## config.mk

```make
export PLATFORM = sky130hd
export DESIGN_NAME = pipe_hazard_ctrl_flat
export DESIGN_NICKNAME = d
export VERILOG_FILES = /design/src/rtl/pipe_hazard_ctrl_if.sv /design/src/rtl/pipe_hazard_ctrl.sv /design/src/flat_wrapper.sv
export SDC_FILE = /design/constraint.sdc
export NUM_CORES = 1
export LEC_CHECK = 0
export ABC_AREA = 1
export CAP_MARGIN = 20
export CORE_ASPECT_RATIO = 2
export CORE_MARGIN = 4
export CORE_UTILIZATION = 49
export DETAILED_ROUTE_END_ITERATION = 7
export MAX_ROUTING_LAYER = met4
export PLACE_DENSITY = 0.83
export SYNTH_ARGS = -nofsm -noshare
export SYNTH_HDL_FRONTEND = slang
export SYNTH_SLANG_ARGS = --single-unit
```

## constraint.sdc

```tcl
create_clock -name clk -period 2.2 [get_ports clk]
set_input_delay 0.22 -clock clk [delete_from_list [all_inputs] [get_ports clk]]
set_output_delay 0.22 -clock clk [all_outputs]
set_load 0.01 [all_outputs]
```

## src/rtl/pipe_hazard_ctrl_if.sv

```systemverilog
// Bus between the pipeline and the hazard controller.
// Carries the redirect sources, the hold requests, the IF handshake
// and the stall/flush/redirect results.
// The master side is the pipeline; the slave side is the controller.
interface pipe_hazard_ctrl_if #(
  parameter int XLEN         = 32,
  parameter int NUM_STAGES   = 5,
  parameter int NUM_HOLD_SRC = 3
);
  logic                    br_taken_i;
  logic [XLEN-1:0]         br_target_i;
  logic                    trap_req_i;
  logic [XLEN-1:0]         trap_target_i;
  logic [NUM_HOLD_SRC-1:0] hold_req_i;
  logic                    fetch_ready_i;
  logic                    redirect_valid_o;
  logic [XLEN-1:0]         redirect_pc_o;
  logic [NUM_STAGES-1:0]   stall_o;
  logic [NUM_STAGES-1:0]   flush_o;
  logic                    hold_flag_o;
  logic                    busy_o;

  modport master (
    output br_taken_i, br_target_i, trap_req_i, trap_target_i,
           hold_req_i, fetch_ready_i,
    input  redirect_valid_o, redirect_pc_o, stall_o, flush_o,
           hold_flag_o, busy_o
  );

  modport slave (
    input  br_taken_i, br_target_i, trap_req_i, trap_target_i,
           hold_req_i, fetch_ready_i,
    output redirect_valid_o, redirect_pc_o, stall_o, flush_o,
           hold_flag_o, busy_o
  );
endinterface

```

## src/rtl/pipe_hazard_ctrl.sv

```systemverilog
// Pipeline hazard controller for the RV32I exception/interrupt pipeline.
// It arbitrates EX branch redirects, CLINT trap redirects and hold requests.
// A redirect that IF cannot take yet is latched until IF accepts it.
// After an accepted trap redirect, the front end is flushed for a few
// extra bubble cycles.
module pipe_hazard_ctrl #(
  parameter int XLEN         = 32,
  parameter int NUM_STAGES   = 5,
  parameter int EX_STAGE     = 2,
  parameter int NUM_HOLD_SRC = 3,
  parameter int TRAP_BUBBLES = 2
) (
  input  logic               clk,
  input  logic               rst_n,
  pipe_hazard_ctrl_if.slave  bus
);

  localparam int CNT_W = (TRAP_BUBBLES > 0) ? $clog2(TRAP_BUBBLES + 1) : 1;

  // Stages in front of EX, stages up to and including EX, and the bubble
  // slot just behind EX.
  localparam logic [NUM_STAGES-1:0] FRONT_MASK =
    (NUM_STAGES'(1) << EX_STAGE) - NUM_STAGES'(1);
  localparam logic [NUM_STAGES-1:0] TRAP_MASK =
    (NUM_STAGES'(1) << (EX_STAGE + 1)) - NUM_STAGES'(1);
  localparam logic [NUM_STAGES-1:0] BUB_MASK =
    NUM_STAGES'(1) << (EX_STAGE + 1);

  typedef enum logic [1:0] {
    RUN   = 2'd0,
    PEND  = 2'd1,
    DRAIN = 2'd2
  } state_t;

  state_t            state_q, state_d;
  logic [CNT_W-1:0]  cnt_q, cnt_d;
  logic [XLEN-1:0]   pend_pc_q, pend_pc_d;
  logic              pend_is_trap_q, pend_is_trap_d;
  logic              busy_q, busy_d;

  logic                  redir_v;
  logic [XLEN-1:0]       redir_pc;
  logic [NUM_STAGES-1:0] stall;
  logic [NUM_STAGES-1:0] flush;
  logic                  hold_any;
  logic                  eff_trap;

  assign hold_any = |bus.hold_req_i;

  // Next-state, redirect selection and stall/flush generation per state
  always_comb begin
    state_d        = state_q;
    cnt_d          = cnt_q;
    pend_pc_d      = pend_pc_q;
    pend_is_trap_d = pend_is_trap_q;
    redir_v        = 1'b0;
    redir_pc       = '0;
    stall          = '0;
    flush          = '0;
    eff_trap       = 1'b0;
    case (state_q)
      RUN, DRAIN: begin
        if (bus.trap_req_i) begin
          redir_v  = 1'b1;
          redir_pc = bus.trap_target_i;
          flush    = TRAP_MASK;
          if (!bus.fetch_ready_i) begin
            state_d        = PEND;
            pend_pc_d      = bus.trap_target_i;
            pend_is_trap_d = 1'b1;
            cnt_d          = '0;
          end else if (TRAP_BUBBLES > 0) begin
            state_d = DRAIN;
            cnt_d   = CNT_W'(TRAP_BUBBLES);
          end else begin
            state_d = RUN;
            cnt_d   = '0;
          end
        end else if (state_q == DRAIN) begin
          flush = TRAP_MASK;
          if (cnt_q <= CNT_W'(1)) begin
            state_d = RUN;
            cnt_d   = '0;
          end else begin
            cnt_d = cnt_q - CNT_W'(1);
          end
        end else if (bus.br_taken_i) begin
          redir_v  = 1'b1;
          redir_pc = bus.br_target_i;
          flush    = FRONT_MASK;
          if (!bus.fetch_ready_i) begin
            state_d        = PEND;
            pend_pc_d      = bus.br_target_i;
            pend_is_trap_d = 1'b0;
          end
        end else if (hold_any) begin
          stall = TRAP_MASK;
          flush = BUB_MASK;
        end
      end
      PEND: begin
        redir_v  = 1'b1;
        eff_trap = bus.trap_req_i | pend_is_trap_q;
        if (bus.trap_req_i) begin
          redir_pc       = bus.trap_target_i;
          pend_pc_d      = bus.trap_target_i;
          pend_is_trap_d = 1'b1;
        end else begin
          redir_pc = pend_pc_q;
        end
        flush = eff_trap ? TRAP_MASK : FRONT_MASK;
        if (bus.fetch_ready_i) begin
          pend_pc_d      = '0;
          pend_is_trap_d = 1'b0;
          if (eff_trap && (TRAP_BUBBLES > 0)) begin
            state_d = DRAIN;
            cnt_d   = CNT_W'(TRAP_BUBBLES);
          end else begin
            state_d = RUN;
            cnt_d   = '0;
          end
        end
      end
      default: begin
        state_d = RUN;
        cnt_d   = '0;
      end
    endcase
    busy_d = (state_d != RUN);
  end

  // State, drain counter, latched redirect and registered busy flag
  always_ff @(posedge clk or negedge rst_n) begin
    if (!rst_n) begin
      state_q        <= RUN;
      cnt_q          <= '0;
      pend_pc_q      <= '0;
      pend_is_trap_q <= 1'b0;
      busy_q         <= 1'b0;
    end else begin
      state_q        <= state_d;
      cnt_q          <= cnt_d;
      pend_pc_q      <= pend_pc_d;
      pend_is_trap_q <= pend_is_trap_d;
      busy_q         <= busy_d;
    end
  end

  // Flush beats stall in the same stage; all outputs are quiet in reset.
  assign bus.redirect_valid_o = rst_n & redir_v;
  assign bus.redirect_pc_o    = rst_n ? redir_pc : '0;
  assign bus.stall_o          = rst_n ? (stall & ~flush) : '0;
  assign bus.flush_o          = rst_n ? flush : '0;
  assign bus.hold_flag_o      = rst_n & (hold_any | busy_q);
  assign bus.busy_o           = busy_q;

endmodule

```

## src/flat_wrapper.sv

```systemverilog
// flat-port wrapper written by rule: the top's interface ports become plain ports
module pipe_hazard_ctrl_flat 
#(
  parameter int XLEN         = 32,
  parameter int NUM_STAGES   = 5,
  parameter int EX_STAGE     = 2,
  parameter int NUM_HOLD_SRC = 3,
  parameter int TRAP_BUBBLES = 2
)
  (clk, rst_n, bus_br_taken_i, bus_br_target_i, bus_trap_req_i, bus_trap_target_i, bus_hold_req_i, bus_fetch_ready_i, bus_redirect_valid_o, bus_redirect_pc_o, bus_stall_o, bus_flush_o, bus_hold_flag_o, bus_busy_o);
  pipe_hazard_ctrl_if #(.XLEN(XLEN), .NUM_STAGES(NUM_STAGES), .NUM_HOLD_SRC(NUM_HOLD_SRC)) bus_i ();
  input  logic clk;
  input  logic rst_n;
  input wire logic [$bits(bus_i.br_taken_i)-1:0] bus_br_taken_i;
  input wire logic [$bits(bus_i.br_target_i)-1:0] bus_br_target_i;
  input wire logic [$bits(bus_i.trap_req_i)-1:0] bus_trap_req_i;
  input wire logic [$bits(bus_i.trap_target_i)-1:0] bus_trap_target_i;
  input wire logic [$bits(bus_i.hold_req_i)-1:0] bus_hold_req_i;
  input wire logic [$bits(bus_i.fetch_ready_i)-1:0] bus_fetch_ready_i;
  output wire logic [$bits(bus_i.redirect_valid_o)-1:0] bus_redirect_valid_o;
  output wire logic [$bits(bus_i.redirect_pc_o)-1:0] bus_redirect_pc_o;
  output wire logic [$bits(bus_i.stall_o)-1:0] bus_stall_o;
  output wire logic [$bits(bus_i.flush_o)-1:0] bus_flush_o;
  output wire logic [$bits(bus_i.hold_flag_o)-1:0] bus_hold_flag_o;
  output wire logic [$bits(bus_i.busy_o)-1:0] bus_busy_o;
  assign bus_i.br_taken_i = bus_br_taken_i;
  assign bus_i.br_target_i = bus_br_target_i;
  assign bus_i.trap_req_i = bus_trap_req_i;
  assign bus_i.trap_target_i = bus_trap_target_i;
  assign bus_i.hold_req_i = bus_hold_req_i;
  assign bus_i.fetch_ready_i = bus_fetch_ready_i;
  assign bus_redirect_valid_o = bus_i.redirect_valid_o;
  assign bus_redirect_pc_o = bus_i.redirect_pc_o;
  assign bus_stall_o = bus_i.stall_o;
  assign bus_flush_o = bus_i.flush_o;
  assign bus_hold_flag_o = bus_i.hold_flag_o;
  assign bus_busy_o = bus_i.busy_o;
  pipe_hazard_ctrl #(.XLEN(XLEN), .NUM_STAGES(NUM_STAGES), .EX_STAGE(EX_STAGE), .NUM_HOLD_SRC(NUM_HOLD_SRC), .TRAP_BUBBLES(TRAP_BUBBLES)) u_core (.clk(clk), .rst_n(rst_n), .bus(bus_i));
endmodule
```

==> Flow_metrics.wiki <==
{| class="wikitable"
! Metric !! Value
|-
| Run status || completed
|-
| Residual DRC count || 0
|-
| Family of cells with the greatest summed delay on the critical path || buffers and inverters
|-
| Final instance area || 0.00504 mm2
|-
| Warnings, synthesis || 0
|-
| Hold WC Path Type || in2async
|-
| R2r worst-path depth || 8
|-
| GRT overflow || 0
|-
| Slowest library cell on the worst path || clkdlybuf4s50_1
|-
| Startpoint of the worst register-to-register path || u_core.state_q[1]
|-
| Height of the chip || 123 um
|-
| Worst VDD drop || 0.538 mV
|-
| Power per Cell Area || 640 mW/mm2
|-
| Leading area contributor after synthesis || nand2_1
|-
| Data arrival at the endpoint of the critical path || 1.96 ns
|-
| Post-CTS setup buffer count || 0
|-
| Vias || 4534
|-
| Starting DRC count in detailed routing || 437
|-
| Number of global-route vias before repair || 4565
|-
| Routability-driven placement congestion ratio || 0.893
|-
| Top cell type's share of synthesized area || 46.5%
|-
| Standard cell area after detailed placement || 0.00484 mm2
|-
| Synth Area per Inst || 5.45 um2
|-
| Largest cells by area after synthesis || nand2_1 (46%), dfrtp_1 (29%), nand3_1 (5.4%), a21oi_1 (5.2%), buf_4 (3.0%)
|-
| Via density || 5.45
|-
| Number of antenna violations at the first check in global routing || 0
|-
| Clock network latency to the later pin of the worst-skew pair || 0.29 ns
|-
| Clock root cell || clkbuf_16
|-
| Seq/Total Area, Yosys || 29.1%
|-
| Setup repair after global routing missed its margin || no
|-
| Fin Clk Skew || 0.00607 ns
|-
| Ratio of cells with drive above 1 in the final layout || 12.3%
|-
| Post-Layout Cell Count || 832
|-
| Class of the most critical setup path || in2out
|-
| H-tree level count || 2
|-
| Ys flop type || dfrtp_1
|-
| Biggest cell delay along the critical path || 0.58 ns
|-
| Post-Place Cells || 823
|-
| Startpoint type of the worst setup path || input port
|-
| Number of flops mapped to enable cells by yosys || 0
|-
| Total global routing track utilization || 31.7%
|-
| Critical-path cell list || clkdlybuf4s50_1 -> nand2_2 -> nand2_4 -> buf_12 -> nand3_1 -> a21oi_1 -> clkdlybuf4s50_1
|-
| # IOs || 117
|-
| Least-Margin Pin Slew || 0.772 ns
|-
| Core Region || 0.00641 mm2
|-
| Final count of negative-setup-slack endpoints || 0
|-
| Final cycle utilization of the critical path || 99.1%
|-
| Synth Cell Area || 0.00326 mm2
|-
| Mapped Cells || 599
|-
| R2r endpoint || u_core.pend_pc_q[0]
|-
| First-pass GRT wire length || 19700 um
|-
| Post-synth top cells || nand2_1 (404), dfrtp_1 (38), nand3_1 (35), a21oi_1 (34), buf_2 (19)
|-
| Register-to-register setup slack || 0.20 ns
|-
| Largest net degree at the start of global routing || 39
|-
| Number of buffers created by CTS || 5
|-
| Critical path buffers and inverters || 3
|-
| Nature of the critical path endpoint || output port
|-
| Maximum buffer depth of the clock tree || 2
|-
| Iteration count of the initial detailed-routing pass || 6
|-
| Required arrival time at the worst endpoint || 1.98 ns
|-
| DIE WIDTH || 65.7 um
|-
| Share of flip-flops with an asynchronous set or reset after synthesis || 100%
|-
| Setup total negative slack || 0 ns
|-
| Starting Density || 50.9%
|-
| Total wire length after detailed routing || 12700 um
|-
| Count of max-cap constraint violations || 0
|-
| Clock tree from TritonCTS || done
|-
| Library cell with the highest instance count after synthesis || nand2_1
|-
| Crit path top cell by count || clkdlybuf4s50_1
|-
| Count of nets after finishing || 817
|-
| Count of distinct cell types in the synthesized netlist || 20
|-
| Number of port buffers || 113
|-
| Die area || 0.00811 mm2
|-
| Post-route ant nets || 0
|-
| Shortest period the worst path allows || 2.18 ns
|-
| Antenna diode count || 0
|-
| DP HPWL || 8640 um
|-
| Final routed wire length divided by cell count || 15.3 um
|-
| Area added between synthesis and finish || 54.4%
|-
| Leakage dissipation || 0.00290 uW
|-
| Final Hold Violating Endpoints || 0
|-
| Number of pins exceeding their max-slew limit in the final report || 0
|-
| Max frequency || 458 MHz
|-
| Headroom to the max-slew limit || 48.4%
|-
| Synthesized flop and latch total || 38
|-
| Clock slew at the register clock pins of the worst setup and hold paths || 0.05 ns
|-
| Largest fanout on the critical path || 13
|-
| # clock sinks || 38
|-
| Placement row count || 41
|}
final cells by class:
class	instances	area [um2]
clock buffers	6	139
clock inverters	2	12.5
fillers	494	1370
inverters	13	56.3
multi-input cells	508	2060
flip-flops and latches	38	952
well taps	86	108
repair buffers	179	1720
logic make-up (layout without fill, tap and decap cells):
kind of cell,count (synthesis),in the layout,share of synthesized area (%)
and+or+nand+nor,458,458,54.8
buffers and inverters,55,200,8.55
AOI/OAI and AO/OA,47,47,7.40
DFF,38,38,29.1
other,1,3,0.115
where the power goes:
| part | switching, uW | internal, uW | total [uW] |
|---|---|---|---|
| registers | 124 | 904 | 1030 |
| clock network | 290 | 449 | 739 |
| logic | 809 | 650 | 1460 |
| total | 1220 | 2000 | 3230 |
metrics by stage:
| step | utilization, % | power [uW] | setup slack, ns | hold slack (ns) |
|---|---|---|---|---|
| floorplan | - | 1780 | 0.567 | -0.0756 |
| global placement | 75.5 | 2410 | -0.0839 | 0.362 |
| detailed placement | 75.5 | 2460 | -0.118 | 0.357 |
| CTS | 77.8 | 3200 | 0.00176 | 0.0580 |
| global route | 78.6 | 3420 | 0.00620 | 0.105 |
| finish | 78.6 | 3230 | 0.0189 | 0.0406 |
placed cells by master, fill, tap and decap left out, drive strengths merged:
cell / Yosys / layout
clkbuf: 7 / 7
clkinvlp: 0 / 1
nor4: 3 / 3
nor3: 1 / 1
dfrtp: 38 / 38
inv: 13 / 13
clkdlybuf4s50: 0 / 80
dlymetal6s2s: 0 / 8
nand3: 35 / 35
nor2: 11 / 11
a21oi: 35 / 35
o21ai: 11 / 11
dlygate4sd2: 0 / 24
conb: 1 / 3
buf: 35 / 66
nand2: 408 / 408
clkinv: 0 / 1
o211ai: 1 / 1
state kept, by name (all words and copies together) (netlist names):
register	flops
u_core.pend_is_trap_q	1
u_core.bus.busy_o	1
u_core.pend_pc_q	32
u_core.cnt_q	2
u_core.state_q	2
per-layer routing:
layer | vias up | track usage [%] | wire [um]
met5 | - | - | 0
met4 | 0 | 19.5 | 541
met3 | 57 | 3.64 | 752
met2 | 231 | 58.6 | 7130
met1 | 2109 | 30.3 | 4280
li1 | 2137 | - | -
worst max-delay path by stage:
stage | from | end | slack, ns | cells after the start
after floorplan | u_core.state_q[0] | bus_stall_o[1] | 0.57 | 4
after global placement | bus_trap_req_i | bus_redirect_pc_o[9] | -0.08 | 7
after detailed placement | bus_trap_req_i | bus_stall_o[0] | -0.12 | 6
after CTS | bus_br_taken_i | bus_redirect_pc_o[17] | 0.002 | 7
after global routing | bus_br_taken_i | bus_redirect_pc_o[14] | 0.006 | 7
final | bus_br_taken_i | bus_redirect_pc_o[14] | 0.02 | 7
what timing repair did:
action | CTS | global route
gates resized for setup | 32 | 10
gates cloned | 0 | 1
hold buffers | 0 | 0
endpoints found under the setup margin | 36 | 9
Power figures use the tool's default switching activity.
